$ cat config.mk
export PLATFORM = sky130hd
export DESIGN_NAME = instr_prefetch_buffer
export DESIGN_NICKNAME = d
export VERILOG_FILES = /design/src/rtl/instr_prefetch_buffer.sv
export SDC_FILE = /design/constraint.sdc
export NUM_CORES = 1
export LEC_CHECK = 0
export BUFFER_PORTS_ARGS = -buffer_cell sky130_fd_sc_hd__buf_2
export CORE_MARGIN = 1
export CORE_UTILIZATION = 64
export DETAILED_ROUTE_END_ITERATION = 10
export MAX_ROUTING_LAYER = met4
export PLACE_DENSITY = 0.85
export SETUP_SLACK_MARGIN = 0.05
export SYNTH_ARGS = -nofsm -noshare
export SYNTH_HDL_FRONTEND = slang
export SYNTH_SLANG_ARGS = --single-unit
$ cat constraint.sdc
create_clock -name clk -period 5.1 [get_ports clk]
set_input_delay 0.51 -clock clk [delete_from_list [all_inputs] [get_ports clk]]
set_output_delay 0.51 -clock clk [all_outputs]
set_load 0.005 [all_outputs]
$ cat src/rtl/instr_prefetch_buffer.sv
// Instruction prefetch buffer: walks a word-aligned PC, runs one req/gnt/rvalid
// transaction at a time against instruction memory and queues {addr, word}
// pairs in a small first-word-fall-through FIFO for the decoder.
module instr_prefetch_buffer #(
  parameter int                    ADDR_WIDTH = 8,
  parameter int                    DATA_WIDTH = 32,
  parameter int                    FIFO_DEPTH = 4,
  parameter logic [ADDR_WIDTH-1:0] BOOT_ADDR  = '0
) (
  input  logic                  clk,
  input  logic                  rst_i,
  output logic                  instr_req_o,
  output logic [ADDR_WIDTH-1:0] instr_addr_o,
  input  logic                  instr_gnt_i,
  input  logic                  instr_rvalid_i,
  input  logic [DATA_WIDTH-1:0] instr_rdata_i,
  input  logic                  branch_i,
  input  logic [ADDR_WIDTH-1:0] branch_addr_i,
  output logic                  fetch_valid_o,
  output logic [DATA_WIDTH-1:0] fetch_rdata_o,
  output logic [ADDR_WIDTH-1:0] fetch_addr_o,
  input  logic                  fetch_ready_i,
  output logic                  busy_o
);

  localparam int STEP = DATA_WIDTH / 8;
  localparam int PW   = $clog2(FIFO_DEPTH);
  localparam int CW   = PW + 1;
  localparam logic [ADDR_WIDTH-1:0] STEP_A  = ADDR_WIDTH'(STEP);
  localparam logic [ADDR_WIDTH-1:0] ALIGN_M = ~(STEP_A - ADDR_WIDTH'(1));

  typedef enum logic [1:0] {IDLE, WAIT_GNT, WAIT_RVALID} state_e;

  state_e                state_q, state_d;
  logic [ADDR_WIDTH-1:0] pc_q, pc_d;
  logic [ADDR_WIDTH-1:0] addr_q, addr_d;   // address of the transaction in flight
  logic                  disc_q, disc_d;   // drop the response of the current txn
  logic                  push, pop;

  logic [DATA_WIDTH-1:0] mem_data_q [FIFO_DEPTH];
  logic [ADDR_WIDTH-1:0] mem_addr_q [FIFO_DEPTH];
  logic [PW-1:0]         rd_ptr_q, wr_ptr_q, rd_nxt;
  logic [CW-1:0]         count_q, cnt_nxt;
  logic [DATA_WIDTH-1:0] head_data_q;
  logic [ADDR_WIDTH-1:0] head_addr_q;
  logic [ADDR_WIDTH-1:0] br_tgt;

  assign br_tgt        = branch_addr_i & ALIGN_M;
  assign instr_req_o   = (state_q == WAIT_GNT);
  assign instr_addr_o  = addr_q;
  assign busy_o        = (state_q != IDLE);
  assign fetch_valid_o = (count_q != '0);
  assign fetch_rdata_o = head_data_q;
  assign fetch_addr_o  = head_addr_q;

  // Fetch FSM: issue gate, PC advance, branch redirect and discard tracking
  always_comb begin
    state_d = state_q;
    pc_d    = pc_q;
    addr_d  = addr_q;
    disc_d  = disc_q;
    push    = 1'b0;
    unique case (state_q)
      IDLE: begin
        // count never grows in IDLE, so a free slot now is still free at response time
        if (count_q < CW'(FIFO_DEPTH)) begin
          state_d = WAIT_GNT;
          addr_d  = branch_i ? br_tgt : pc_q;
        end
        if (branch_i) pc_d = br_tgt;
      end
      WAIT_GNT: begin
        if (instr_gnt_i) begin
          state_d = WAIT_RVALID;
          // after a redirect the PC already holds the target; do not step past it
          if (!disc_q) pc_d = pc_q + STEP_A;
        end
        if (branch_i) begin
          pc_d   = br_tgt;
          disc_d = 1'b1;
        end
      end
      WAIT_RVALID: begin
        if (instr_rvalid_i) begin
          push    = !disc_q && !branch_i;
          disc_d  = 1'b0;
          state_d = IDLE;
        end
        if (branch_i) begin
          pc_d = br_tgt;
          if (!instr_rvalid_i) disc_d = 1'b1;
        end
      end
      default: state_d = IDLE;
    endcase
  end

  // FSM and PC registers
  always_ff @(posedge clk) begin
    if (rst_i) begin
      state_q <= IDLE;
      pc_q    <= BOOT_ADDR;
      addr_q  <= BOOT_ADDR;
      disc_q  <= 1'b0;
    end else begin
      state_q <= state_d;
      pc_q    <= pc_d;
      addr_q  <= addr_d;
      disc_q  <= disc_d;
    end
  end

  // FIFO pop and next read pointer / occupancy
  always_comb begin
    pop    = fetch_valid_o && fetch_ready_i && !branch_i;
    rd_nxt = pop ? rd_ptr_q + PW'(1) : rd_ptr_q;
    unique case ({push, pop})
      2'b10:   cnt_nxt = count_q + CW'(1);
      2'b01:   cnt_nxt = count_q - CW'(1);
      default: cnt_nxt = count_q;
    endcase
  end

  // FIFO storage write
  always_ff @(posedge clk) begin
    if (push) begin
      mem_data_q[wr_ptr_q] <= instr_rdata_i;
      mem_addr_q[wr_ptr_q] <= addr_q;
    end
  end

  // FIFO pointers and head register; head holds its last value when empty
  always_ff @(posedge clk) begin
    if (rst_i) begin
      rd_ptr_q    <= '0;
      wr_ptr_q    <= '0;
      count_q     <= '0;
      head_data_q <= '0;
      head_addr_q <= '0;
    end else if (branch_i) begin
      rd_ptr_q <= '0;
      wr_ptr_q <= '0;
      count_q  <= '0;
    end else begin
      rd_ptr_q <= rd_nxt;
      count_q  <= cnt_nxt;
      if (push) wr_ptr_q <= wr_ptr_q + PW'(1);
      if (cnt_nxt != '0) begin
        // the new head is the word being written only when it becomes the sole entry
        if (push && (wr_ptr_q == rd_nxt)) begin
          head_data_q <= instr_rdata_i;
          head_addr_q <= addr_q;
        end else begin
          head_data_q <= mem_data_q[rd_nxt];
          head_addr_q <= mem_addr_q[rd_nxt];
        end
      end
    end
  end

endmodule

# Word-level counts from Yosys, hierarchy flattened
# Memory sizes are Yosys's and may differ from the RTL's. A register that Yosys moved wholly into a read port is not among the register bits.
# Index checks and enable logic that the tools add are counted.
# Widths: inputs -> output; s select.
classes:
  add_sub_neg: 5
  n_mul: 0
  div: 0
  n_lt_le_gt_ge: 1
  eq_ne: 10
  shifts: 0
  n_mux: 20
  n_bitwise: 1
  n_reduce_logical: 18
op_table:
  columns: ["cell", "count"]
  rows:
  - ["$mux 8", 4]
  - ["$pmux 8 s2", 1]
  - ["$add 8x3->8 const B", 1]
  - ["$mux 1", 8]
  - ["$mux 2", 4]
  - ["$pmux 2 s3", 1]
  - ["$pmux 3 s2", 1]
  - ["$reduce_and 2->1", 3]
  - ["$reduce_and 3->1", 2]
  - ["$reduce_bool 2->1", 3]
  - ["$reduce_bool 3->1", 2]
  - ["$add 2x1->2 const B", 2]
  - ["$eq 2x1->1 const B", 2]
  - ["$eq 2x2->1 const B", 2]
  - ["$ne 2x1->1 const B", 2]
  - ["$ne 2x2->1 const B", 2]
  - ["$reduce_or 2->1", 2]
  - ["$add 3x1->3 const B", 1]
  - ["$logic_and 1x1->1", 3]
  - ["$lt 3x3->1 const B", 1]
  - ["$ne 3x1->1 const B", 1]
  - ["$ne 3x3->1 const B", 1]
  - ["$sub 3x1->3 const B", 1]
  - ["$logic_not 1->1", 2]
  - ["other kinds (3)", 3]
totals:
  register_bits: 26
  latchBits: 0
  ramBits: 160
  romBits: 0
  input_bits: 46
  wordCells: 64
  mem_count: 2
mem_list:
  columns: ["memory", "depth", "word_bits", "rd", "rd_clocked_by_memory_dff", "wr", "line", "text"]
  rows:
  - ["mem_data_q", 4, 32, 1, 1, 1, "40", "logic [DATA_WIDTH-1:0] mem_data_q [FIFO_DEPTH];"]
  - ["mem_addr_q", 4, 8, 1, 1, 1, "41", "logic [ADDR_WIDTH-1:0] mem_addr_q [FIFO_DEPTH];"]

# Logic depth before layout (Yosys ltp)
logic_depth:
  depth_word: 8
  depth_mapped: 13
  depth_no_buf: 12

# Worst setup path after synthesis
# OpenSTA, ideal clock, no wires.
synth_path:
  kind: "input -> register"
  startpoint: "in branch_i"
  endpoint: "reg head_addr_q[0], in the netlist fetch_addr_o[0], read port of mem_addr_q"
  arrival_ns: 3.164
  required_time_ns: 5.031
  setup_slack_ns: 1.867
  stages: 13
  n_path_buf: 2
  cell_sequence: "nand2b_1 -> nor2_2 -> buf_4 -> ha_1 -> inv_1 -> fa_1 -> xor2_1 -> xnor2_1 -> or3_1 -> a21oi_1 -> clkbuf_1 -> nand2_1 -> o21ai_1"
synth_via:
  elab_chain_cells: 8
  word_cells_on_any_way: 12
  classes_between: "2 x eq/ne; 4 x mux; 1 x bitwise; 5 x reduce/logical"
synth_lines:
  columns: ["element", "line", "text"]
  rows:
  - ["from (decl)", "17", "input logic branch_i,"]
  - ["$logic_not 1->1", "85, 115", null]
  - ["$logic_and 1x1->1", "85", "push = !disc_q && !branch_i;"]
  - ["$mux 1", "84", "if (instr_rvalid_i) begin"]
  - ["$mux 1", "63", "unique case (state_q)"]
  - ["$eq 2x1->1 / $eq 2x2->1 (equally long branches)", "117", "unique case ({push, pop})"]
  - ["$pmux 3 s2", "117", null]
  - ["$reduce_bool 3->1", "148", "if (cnt_nxt != '0) begin"]
  - ["$reduce_and 2->1 (no line)", null, null]
  - ["to (decl)", "45", "logic [ADDR_WIDTH-1:0] head_addr_q;"]
# Parallel ways exist; a longest one is shown, timed or not.
# A chain may end at the register's enable or synchronous reset.

# Worst setup path in the final report
layout_path:
  startpoint: "reg state_q[0]"
  endpoint: "reg head_data_q[8], in the netlist fetch_rdata_o[8], read port of mem_data_q"
layout_via:
  elab_chain_cells: 6
  word_cells_on_any_way: 7
  classes_between: "3 x eq/ne; 2 x mux; 2 x reduce/logical"
layout_lines:
  columns: ["element", "line", "text"]
  rows:
  - ["from (decl)", "34", "state_e state_q, state_d;"]
  - ["from (signal assigned)", "106", "state_q <= state_d;"]
  - ["$eq 2x2->1 (*)", "63", null]
  - ["$mux 1 (*)", "63", null]
  - ["$eq 2x1->1 / $eq 2x2->1 (equally long branches)", "117", null]
  - ["$pmux 3 s2 (*)", "117", null]
  - ["$reduce_bool 3->1 (*)", "148", null]
  - ["$reduce_and 2->1 (no line) (*)", null, null]
  - ["to (decl)", "44", "logic [DATA_WIDTH-1:0] head_data_q;"]
# Mark *: on every way between the ends. The rest lies on a longest branch, timed or not.

==> impl_metrics.tcl <==
set metrics [dict create \
    status "complete, no violations" \
    cts_max_level 1 \
    clk_path_buf_depth 3 \
    synth_top_area_share_pct 44.4 \
    crit_path_end_kind "flop" \
    cts_hold_buffers 0 \
    clock_skew_ps 11.1 \
    firstDrtPassIters 5 \
    crit_path_max_incr_delay_ps 750 \
    hold_path_depth 1 \
    ys_ff_latch 226 \
    p_leak_nw 3.95 \
    hp-class "in2reg" \
    synthCells 820 \
    die_h_um 132 \
    slew_headroom_pct 19.8 \
    worst-r2r-cell-count 10 \
    critPathMaxFanout 40 \
    cts_num_sinks 226 \
    tns_ps 0 \
    dr_total_vias 6864 \
    p_total_w 0.00369 \
    synth_area_leaders "edfxtp_1 44%, mux2i_1 15%, dfxtp_1 12%, mux4_2 8.3%, nor2b_1 4.7%" \
    num_io_pins 97 \
    ctsResizeCount 0 \
    worstPathArrival_ps 4100 \
    setup_violations 0 \
    antenna_found_initial 1 \
    grt_max_degree 85 \
    synth.distinct_cells 40 \
    layout.nets 945 \
    startpoint_type "flop" \
    numCtsBuffers 22 \
    worst_pin_slew_ps 1190 \
    path_delay_family "simple AND/OR/NAND/NOR gates" \
    design.core.area_um2 16500 \
    cts-root-buf "clkbuf_16" \
    syn_nets 873 \
    clk_pin_slew_ps 60 \
    grt_usage_pct 27.7 \
    synthToLayoutAreaGrowth_pct 11.9 \
    cts_tree "built" \
    start_util_pct 65.5 \
    wl_um 22900 \
    rows 47 \
    syn_area_per_cell_um2 13.2 \
    hold_slack_ps 241 \
    die_w_um 132 \
    grt_pass1_vias 7307 \
    ys.warnings.count 0 \
    hold_viol_final 0 \
    syn_area_um2 10800 \
    path_cells "nor4_2, inv_1, ha_1, inv_1, fa_1, xor2_1, xnor2_1, or3_1, nand2_2, o21ai_1" \
    p_per_area_nw_per_um2 305 \
    clk_latency_ps 500 \
    routedWlPerCell_um 20.3 \
    slowest_stage "nand2_2" \
    gp_congestion 0.778 \
    hpwl_um 13800 \
    grt_pass1_wl_um 36700 \
    avgViaCountPerCell 6.08 \
    port_buffers 94 \
    antenna_left 0 \
    rsz0062_at_grt "no" \
    overflow 0 \
    fp.dieArea_um2 17400 \
    crit_top_cell "inv_1" \
    critPathRequiredTime_ps 5440 \
    min_period_over_period_pct 73.8 \
    fillCellCount 1045 \
    peakVddDrop_v 0.000239 \
    drt_iter0_markers 479 \
    drc 0 \
    fin_crit_ps 3760 \
    drive_above_1_share_pct 21.6 \
    post_cts_buffers 0 \
    path_class "reg2reg" \
    worst-path-buf-inv 2 \
    maxSlewViolCount 0 \
    fmax_ghz 0.266 \
    max_cap_violations 0 \
    path_depth 10 \
    ys_seq_area_share_pct 56.6 \
    yosys.area.top_type "edfxtp_1" \
]
[where the power goes]
group,total (W),internal [W],switching [W]
Sequential,0.00200,0.00198,0.0000225
Clock,0.00157,0.000915,0.000654
Combinational,0.000119,0.0000467,0.0000721
Total,0.00369,0.00294,0.000748
[final timing paths]
path,end,slack [ps],start
max,fetch_rdata_o[8],1340,state_q[0]
min,mem_data_q[1][15],240,instr_rdata_i[15]
max reg2reg,fetch_rdata_o[8],1340,state_q[0]
min reg2reg,fetch_rdata_o[26],450,fetch_rdata_o[26]
[worst reg2reg max path, cell delays in order, from the launching register on]
cell     delay, ps
dfxtp_1        420
nor4_2         690
inv_1          220
ha_1           280
inv_1           70
fa_1           170
xor2_1         290
xnor2_1        100
or3_1          420
nand2_2        750
o21ai_1        200
[sequential cells by signal (all words and copies together), names as in the netlist]
register,flops
fetch_addr_o,8
mem_addr_q,32
mem_data_q,128
fetch_rdata_o,32
rd_ptr_q,2
state_q,2
wr_ptr_q,2
count_q,3
disc_q,1
instr_addr_o,8
pc_q,8
[metal layers]
metal  vias to the layer above  global-route usage (%)  wire length, µm  share of wire (%)
met4                         0                    10.3              539                2.4
met2                       214                    47.8            11800                 52
met3                        51                    3.65             1100                4.8
met5                         -                       -                0                  0
li1                       3193                       -                -                  -
met1                      3406                    33.3             9440                 41
[Yosys cell counts (all sizes together)]
master  number
a211oi       5
a21oi       52
a221oi       1
a22oi        3
a311oi       3
a31oi        1
and2         6
buf         18
clkbuf      38
dfxtp       66
edfxtp     160
fa           1
ha           6
inv         12
mux2i      166
mux4        40
nand2       58
nand2b       1
nand3        3
nand4        2
nor2        23
nor2b       81
nor3         3
nor3b        1
nor4         1
o21a         2
o21ai       49
o22ai        2
o31ai        1
o41ai        1
or2          2
or3          4
or4          1
xnor2        3
xor2         4
[cells in the final DEF, fill, tap and decap left out, types with 4 or more instances in the layout]
cell type / count
a211oi_1: 5
a21oi_1: 51
and2_2: 4
buf_2: 94
buf_4: 10
clkbuf_16: 24
clkinv_2: 9
dfxtp_1: 64
edfxtp_1: 160
ha_1: 6
inv_1: 12
mux2i_1: 166
mux4_2: 40
nand2_1: 57
nor2_1: 22
nor2b_1: 81
o21ai_0: 9
o21ai_1: 40
or3_1: 4
xor2_1: 4
[logic make-up after synthesis]
group,synth area share [%]
and+or+nand+nor,9.06
adders and majority gates,0.879
DFF,56.6
muxes,23.7
xor gates and xnor gates,0.567
buffers and inverters,3.03
AOI/OAI and AO/OA,6.15
[stage by stage]
step | worst slack, ps | utilization (%) | cell area (µm²) | instances
6_report | 1340 | 73.3 | 12100 | 1129
2_1_floorplan | 1870 | - | 10800 | 820
3_3_place_gp | 1140 | 68.9 | 11400 | 1088
4_1_cts | 1330 | 73.2 | 12100 | 1128
3_5_place_dp | 948 | 68.9 | 11400 | 1088
5_1_grt | 1050 | 73.3 | 12100 | 1129
[cell type report]
cell class / count / area (µm²) / share of cell area (%)
Sequential cell: 226 / 6130 / 50.7
Clock buffer: 26 / 618 / 5.11
Multi-Input combinational cell: 526 / 4390 / 36.3
Timing Repair Buffer: 104 / 546 / 4.51
Clock inverter: 14 / 93.8 / 0.775
Tap cell: 220 / 275 / 2.27
Inverter: 12 / 45.0 / 0.372
Antenna cell: 1 / 2.50 / 0.0207
Note: power is estimated with default switching activity, not from simulation.
